### config.mk
export PLATFORM = sky130hd
export DESIGN_NAME = div_unit
export DESIGN_NICKNAME = d
export VERILOG_FILES = /design/src/rtl/div_unit.sv
export SDC_FILE = /design/constraint.sdc
export NUM_CORES = 1
export LEC_CHECK = 0
export BUFFER_PORTS_ARGS = -buffer_cell sky130_fd_sc_hd__clkbuf_2
export CAP_MARGIN = 20
export CELL_PAD_IN_SITES_DETAIL_PLACEMENT = 0
export CELL_PAD_IN_SITES_GLOBAL_PLACEMENT = 1
export CORE_ASPECT_RATIO = 1.2
export CORE_MARGIN = 2
export CORE_UTILIZATION = 48
export DETAILED_ROUTE_END_ITERATION = 8
export PLACE_DENSITY = 0.86
export SLEW_MARGIN = 15
export SYNTH_ARGS = -nofsm -noshare
export SYNTH_HDL_FRONTEND = slang
export SYNTH_SLANG_ARGS = --single-unit
### constraint.sdc
create_clock -name clk -period 14.6 [get_ports clk]
set_input_delay 0.73 -clock clk [delete_from_list [all_inputs] [get_ports clk]]
set_output_delay 0.73 -clock clk [all_outputs]
set_load 0.005 [all_outputs]
### src/rtl/div_unit.sv
// div_unit -- iterative 32-bit integer divider (DIV / DIVU) for the execute stage.
//
// One restoring radix-2 step per clock. A non-zero-divisor operation starts in
// IDLE, runs 32 steps in BUSY and presents its result during FINISH, where
// done pulses for one cycle. A zero divisor, or (optionally) a dividend smaller
// in magnitude than the divisor, skips BUSY and finishes on the start edge.
//
// Optional feature macro:
//   DIV_EARLY_OUT_EN  when defined, |opa| < |opb| finishes immediately
//                     with quotient 0 and remainder opa.
//
// Ports:
//   clk         sole clock, rising edge
//   rst         asynchronous active-low reset
//   start       request a divide (sampled only in IDLE)
//   signed_div  1 = signed DIV, 0 = unsigned DIVU (sampled with start)
//   opa, opb    dividend, divisor (sampled with start)
//   cancel      flush of the issuing instruction; aborts to IDLE
//   busy        combinational stall request to the execute stage
//   done        one-cycle pulse, results valid this cycle
//   result_hi   remainder (HI)
//   result_lo   quotient (LO)

module div_unit (
  input  logic        clk,
  input  logic        rst,
  input  logic        start,
  input  logic        signed_div,
  input  logic [31:0] opa,
  input  logic [31:0] opb,
  input  logic        cancel,
  output logic        busy,
  output logic        done,
  output logic [31:0] result_hi,
  output logic [31:0] result_lo
);

  typedef enum logic [1:0] {IDLE, BUSY, FINISH} stateT;

  stateT       state;
  logic [31:0] divisorMag;
  logic [31:0] quotAcc;     // dividend bits shift out the top, quotient bits shift in
  logic [31:0] remAcc;
  logic [5:0]  counter;
  logic        negQuot;
  logic        negRem;

  // Operand magnitudes; 0x80000000 maps to itself, which is the correct
  // unsigned magnitude 2^31.
  logic [31:0] magA;
  logic [31:0] magB;
  logic        earlyOut;

  assign magA = (signed_div && opa[31]) ? (~opa + 32'd1) : opa;
  assign magB = (signed_div && opb[31]) ? (~opb + 32'd1) : opb;

`ifdef DIV_EARLY_OUT_EN
  assign earlyOut = (magA < magB);
`else
  assign earlyOut = 1'b0;
`endif

  // One restoring step. The partial remainder is always below the divisor,
  // so the shifted value fits in 33 bits and a negative trial shows up in bit 32.
  logic [32:0] shifted;
  logic [32:0] trial;
  logic [31:0] nextRem;
  logic [31:0] nextQuot;

  // NOTE: every always_comb output gets a value on every path, so no latch is inferred.
  always_comb begin
    shifted  = {remAcc, quotAcc[31]};
    trial    = shifted - {1'b0, divisorMag};
    nextRem  = shifted[31:0];
    nextQuot = {quotAcc[30:0], 1'b0};
    if (!trial[32]) begin
      nextRem  = trial[31:0];
      nextQuot = {quotAcc[30:0], 1'b1};
    end
  end

  // Reset is gated in so busy drops the instant rst goes low, even with start high.
  assign busy = rst && ((state == BUSY) || (state == IDLE && start && !cancel));

  // NOTE: sequential state uses non-blocking assignments so every register
  // samples pre-edge values; the default done <= 0 is overridden later in the block.
  always_ff @(posedge clk or negedge rst) begin
    if (!rst) begin
      state      <= IDLE;
      divisorMag <= '0;
      quotAcc    <= '0;
      remAcc     <= '0;
      counter    <= '0;
      negQuot    <= 1'b0;
      negRem     <= 1'b0;
      done       <= 1'b0;
      result_hi  <= '0;
      result_lo  <= '0;
    end else begin
      done <= 1'b0;
      case (state)
        IDLE: begin
          if (start && !cancel) begin
            if (opb == 32'd0) begin
              result_hi <= opa;
              result_lo <= 32'hFFFF_FFFF;
              done      <= 1'b1;
              state     <= FINISH;
            end else if (earlyOut) begin
              result_hi <= opa;
              result_lo <= 32'd0;
              done      <= 1'b1;
              state     <= FINISH;
            end else begin
              divisorMag <= magB;
              quotAcc    <= magA;
              remAcc     <= 32'd0;
              negQuot    <= signed_div && (opa[31] ^ opb[31]);
              negRem     <= signed_div && opa[31];
              counter    <= 6'd0;
              state      <= BUSY;
            end
          end
        end

        BUSY: begin
          if (cancel) begin
            counter <= 6'd0;
            state   <= IDLE;
          end else begin
            remAcc  <= nextRem;
            quotAcc <= nextQuot;
            counter <= counter + 6'd1;
            if (counter == 6'd31) begin
              result_lo <= negQuot ? (~nextQuot + 32'd1) : nextQuot;
              result_hi <= negRem  ? (~nextRem  + 32'd1) : nextRem;
              done      <= 1'b1;
              state     <= FINISH;
            end
          end
        end

        FINISH: begin
          counter <= 6'd0;
          state   <= IDLE;
        end

        default: state <= IDLE;
      endcase
    end
  end

endmodule

==> flow_summary_export.csv <==
group,metric,value,unit
sta,fmax,158,MHz
clock_tree,cts_sinks,171,
detailed_routing,firstDrtPassIters,5,
critical_path,reg2reg_slack,8270,ps
finish,mostFrequentLayoutCell,"o21ai_0",
critical_path,startpoint,"quotAcc[31]",
sta,worst_slew_pin_slew,1050,ps
logic_synthesis,synthFlopType,"dfrtp_1",
sta,fin_crit_sh,43.4,%
grt,grt_pass1_wl,55600,µm
outcome,outcome,"completed",
clock_tree,clkTransAtPathRegs,70,ps
logic_synthesis,synthDistinctLibCells,90,
critical_path,cp.arrival,6650,ps
power,peakVddDrop,0.0530,mV
critical_path,crit_chain,"inv_1 > ha_1 > fa_1 > nand2b_1 > a21oi_1 > o21ai_1 > a21oi_2 > o21a_1 > nor2_4 > inv_2 > nor2_1 > a21oi_1 > ha_1 > inv_1 > or4b_1 > or4_1 > o31ai_1 > o2111ai_1 > o21ai_0 > xor2_1 > o22ai_1",
detailed_routing,met1Wirelength,15200,µm
critical_path,critical_path_peak_fanout,31,
grt,grt_pass1_vias,10400,
detailed_routing,dr.first_iter.drc_count,757,
clock_tree,insertion_delay,440,ps
placed_design,port-buffer-count,134,
run,max-cap-violations,0,
worst_hold_path,worstHoldPathType,"primary input to async pin",
finish,nets,1720,
logic_synthesis,synth_edf_count,0,
critical_path,slowest_stage,"or4b_1",
clock_tree,h-tree-depth,4,
logic_synthesis,synth_fp_nets,1637,
floorplanning,die_y,180,µm
sta,whs,259,ps
logic_synthesis,synth_area_per_cell,8.09,µm²
sta,fin_setup_tns,0,ps
sta,finalHoldViolCount,0,
sta,rsz0062_at_grt,"false",
detailed_routing,wl_per_cell,17.1,µm
critical_path,cp-endpoint,"result_hi[30]",
detailed_routing,wl_met2,15800,µm
logic_synthesis,synth-seq-cells,171,
logic_synthesis,ys_warn_count,0,
finish,fin_util,54.1,%
critical_path,required,14930,ps
floorplanning,core_area,0.0254,mm²
logic_synthesis,syn-cell-area,0.0124,mm²
detailed_routing,drt.antenna.violating_nets,0,
clock_tree,cts.path.max_buffers,2,
critical_path,worstRegToRegCells,21,
clock_tree,holdBufCountCts,0,
clock_tree,cts_buffers,17,
clock_tree,cts_resized,0,
floorplanning,rows,64,
sta,max-slew-margin-rel,29.5,%
grt,antenna_found_initial,1,
detailed_routing,drt_wl_total,33500,µm
critical_path,r2r-end,"result_hi[30]",
clock_tree,post-cts-setup-buffers,0,
detailed_routing,drc,0,
detailed_routing,wl_met3,1590,µm
power,cellPowerDensity,104,mW/mm²
grt,track_usage,25.5,%
detailed_routing,avgViaCountPerCell,5.72,
placed_design,gp_congestion,0.875,
finish,drive_gt1_share,13.8,%
critical_path,crit_type,"flip-flop to flip-flop",
placed_design,post-dp-hpwl,25200,µm
grt,grt_max_degree,97,
clock_tree,cts_tree,"built",
floorplanning,io_pins,135,
critical_path,critPathCaptureType,"flip-flop",
finish,syn2layout_area_growth,11.1,%
detailed_routing,routed.top_layer,"met4",
critical_path,r2r-start,"quotAcc[31]",
critical_path,startpoint_type,"flip-flop",
sta,period_minus_slack,6330,ps
logic_synthesis,ys_seq_area_share,34.6,%
floorplanning,initial_core_util,48.7,%
finish,final_cell_mix,"190 x o21ai_0, 182 x nand2_1, 171 x dfrtp_1",
floorplanning,fp.dieW,151,µm
grt,grt_overflow,0,
finish,n_antenna_cell,0,
floorplanning,die_area,0.0271,mm²
detailed_routing,dr_total_vias,11200,
logic_synthesis,async_reset_ff_share,100,%
sta,skew,8.48,ps
power,p_leak,6.14,nW
critical_path,max_stage_delay,580,ps
sta,drv_slew,0,
sta,setup_viol,0,
clock_tree,cts_root_buffer,"clkbuf_16",
logic_synthesis,synth_cells,1530,
==> power breakdown <==
group          switching [mW]  internal, mW
Combinational           0.264         0.155
Clock                   0.206         0.248
Sequential             0.0375         0.515
Total                   0.508         0.918
==> flip-flops by register name (all words and copies together) (netlist names) <==
signal / cells
divisorMag: 32
quotAcc: 32
remAcc: 32
result_hi: 32
result_lo: 32
counter: 6
state: 2
done: 1
negQuot: 1
negRem: 1
==> synth_stat cells, types with 5 or more instances <==
cell type	count	area share (%)
o22ai_1	9	0.46
ha_1	37	3.7
nor4_1	20	1.0
o21ai_1	6	0.24
nor2_1	155	4.7
a21oi_1	144	5.8
mux2i_1	30	2.4
clkbuf_1	60	1.8
xor2_1	70	5.0
nand4_1	9	0.46
and2_1	12	0.61
o31ai_1	21	1.3
nor3_1	22	0.89
and3_1	19	0.96
o2111ai_1	5	0.35
clkbuf_8	7	0.78
a21o_1	17	1.0
nand3_1	15	0.61
xnor2_1	60	4.2
nand2b_1	8	0.40
inv_1	47	1.4
buf_2	6	0.24
nor3b_1	5	0.30
a31oi_1	28	1.4
dfrtp_1	171	35
or3_1	31	1.6
o41ai_1	18	1.3
o21a_1	5	0.30
o21ai_0	190	7.7
or4_1	16	0.97
o211ai_1	6	0.36
nand2_1	182	5.5
a211oi_1	9	0.55
==> critical path, delay by kind of cell (launching register included) <==
kind / cells / cell delay [ps]
buf+inv: 3 / 580
fa+ha+maj: 3 / 900
xor+xnor: 1 / 170
simple gates: 5 / 1460
flops: 1 / 370
compound gates: 9 / 2730
==> worst min-delay path by stage <==
stage | from | end | slack [ps] | cells past startpoint
2_1_floorplan | rst | counter[0] | 430 | 0
3_3_place_gp | counter[5] | counter[5] | 460 | 1
3_5_place_dp | result_hi[0] | result_hi[0] | 470 | 2
4_1_cts | rst | result_lo[3] | 280 | 1
5_1_grt | rst | result_lo[3] | 310 | 1
6_report | rst | result_lo[3] | 260 | 1
==> per-stage QoR <==
stage	total power [mW]	cell area (µm²)	setup WS, ps	cells
finish	1.43	13700	8270	1956
global route	1.51	13700	7700	1956
floorplan	0.867	12400	9170	1530
detailed placement	0.976	13200	8080	1924
CTS	1.43	13700	8070	1956
global placement	0.971	13200	8380	1924
==> routing by layer <==
metal / up-vias / global-route usage [%]
li1: 5681 / -
met1: 5137 / 35.5
met2: 316 / 40.8
met3: 60 / 3.45
met4: 0 / 8.38
met5: - / 0
==> cell families (layout without fill, tap and decap cells) <==
family / count (synthesis) / count (layout) / share of synthesized area, %
AND/OR/NAND/NOR: 522 / 522 / 20.0
adder cells (fa/ha/maj): 38 / 38 / 3.90
XOR/XNOR: 130 / 130 / 9.20
multiplexers: 33 / 33 / 2.70
buffers and inverters: 132 / 228 / 4.97
flip-flops: 171 / 171 / 34.6
AO/OA/AOI/OAI: 504 / 504 / 24.6
==> area by class of cell <==
type / count / area, µm²
Inverter: 48 / 180
Timing Repair Buffer: 148 / 782
Sequential cell: 171 / 4280
Fill cell: 2496 / 11600
Tap cell: 330 / 413
Clock inverter: 13 / 134
Clock buffer: 19 / 453
Multi-Input combinational cell: 1227 / 7500
Note: power is estimated with default switching activity, not from simulation.
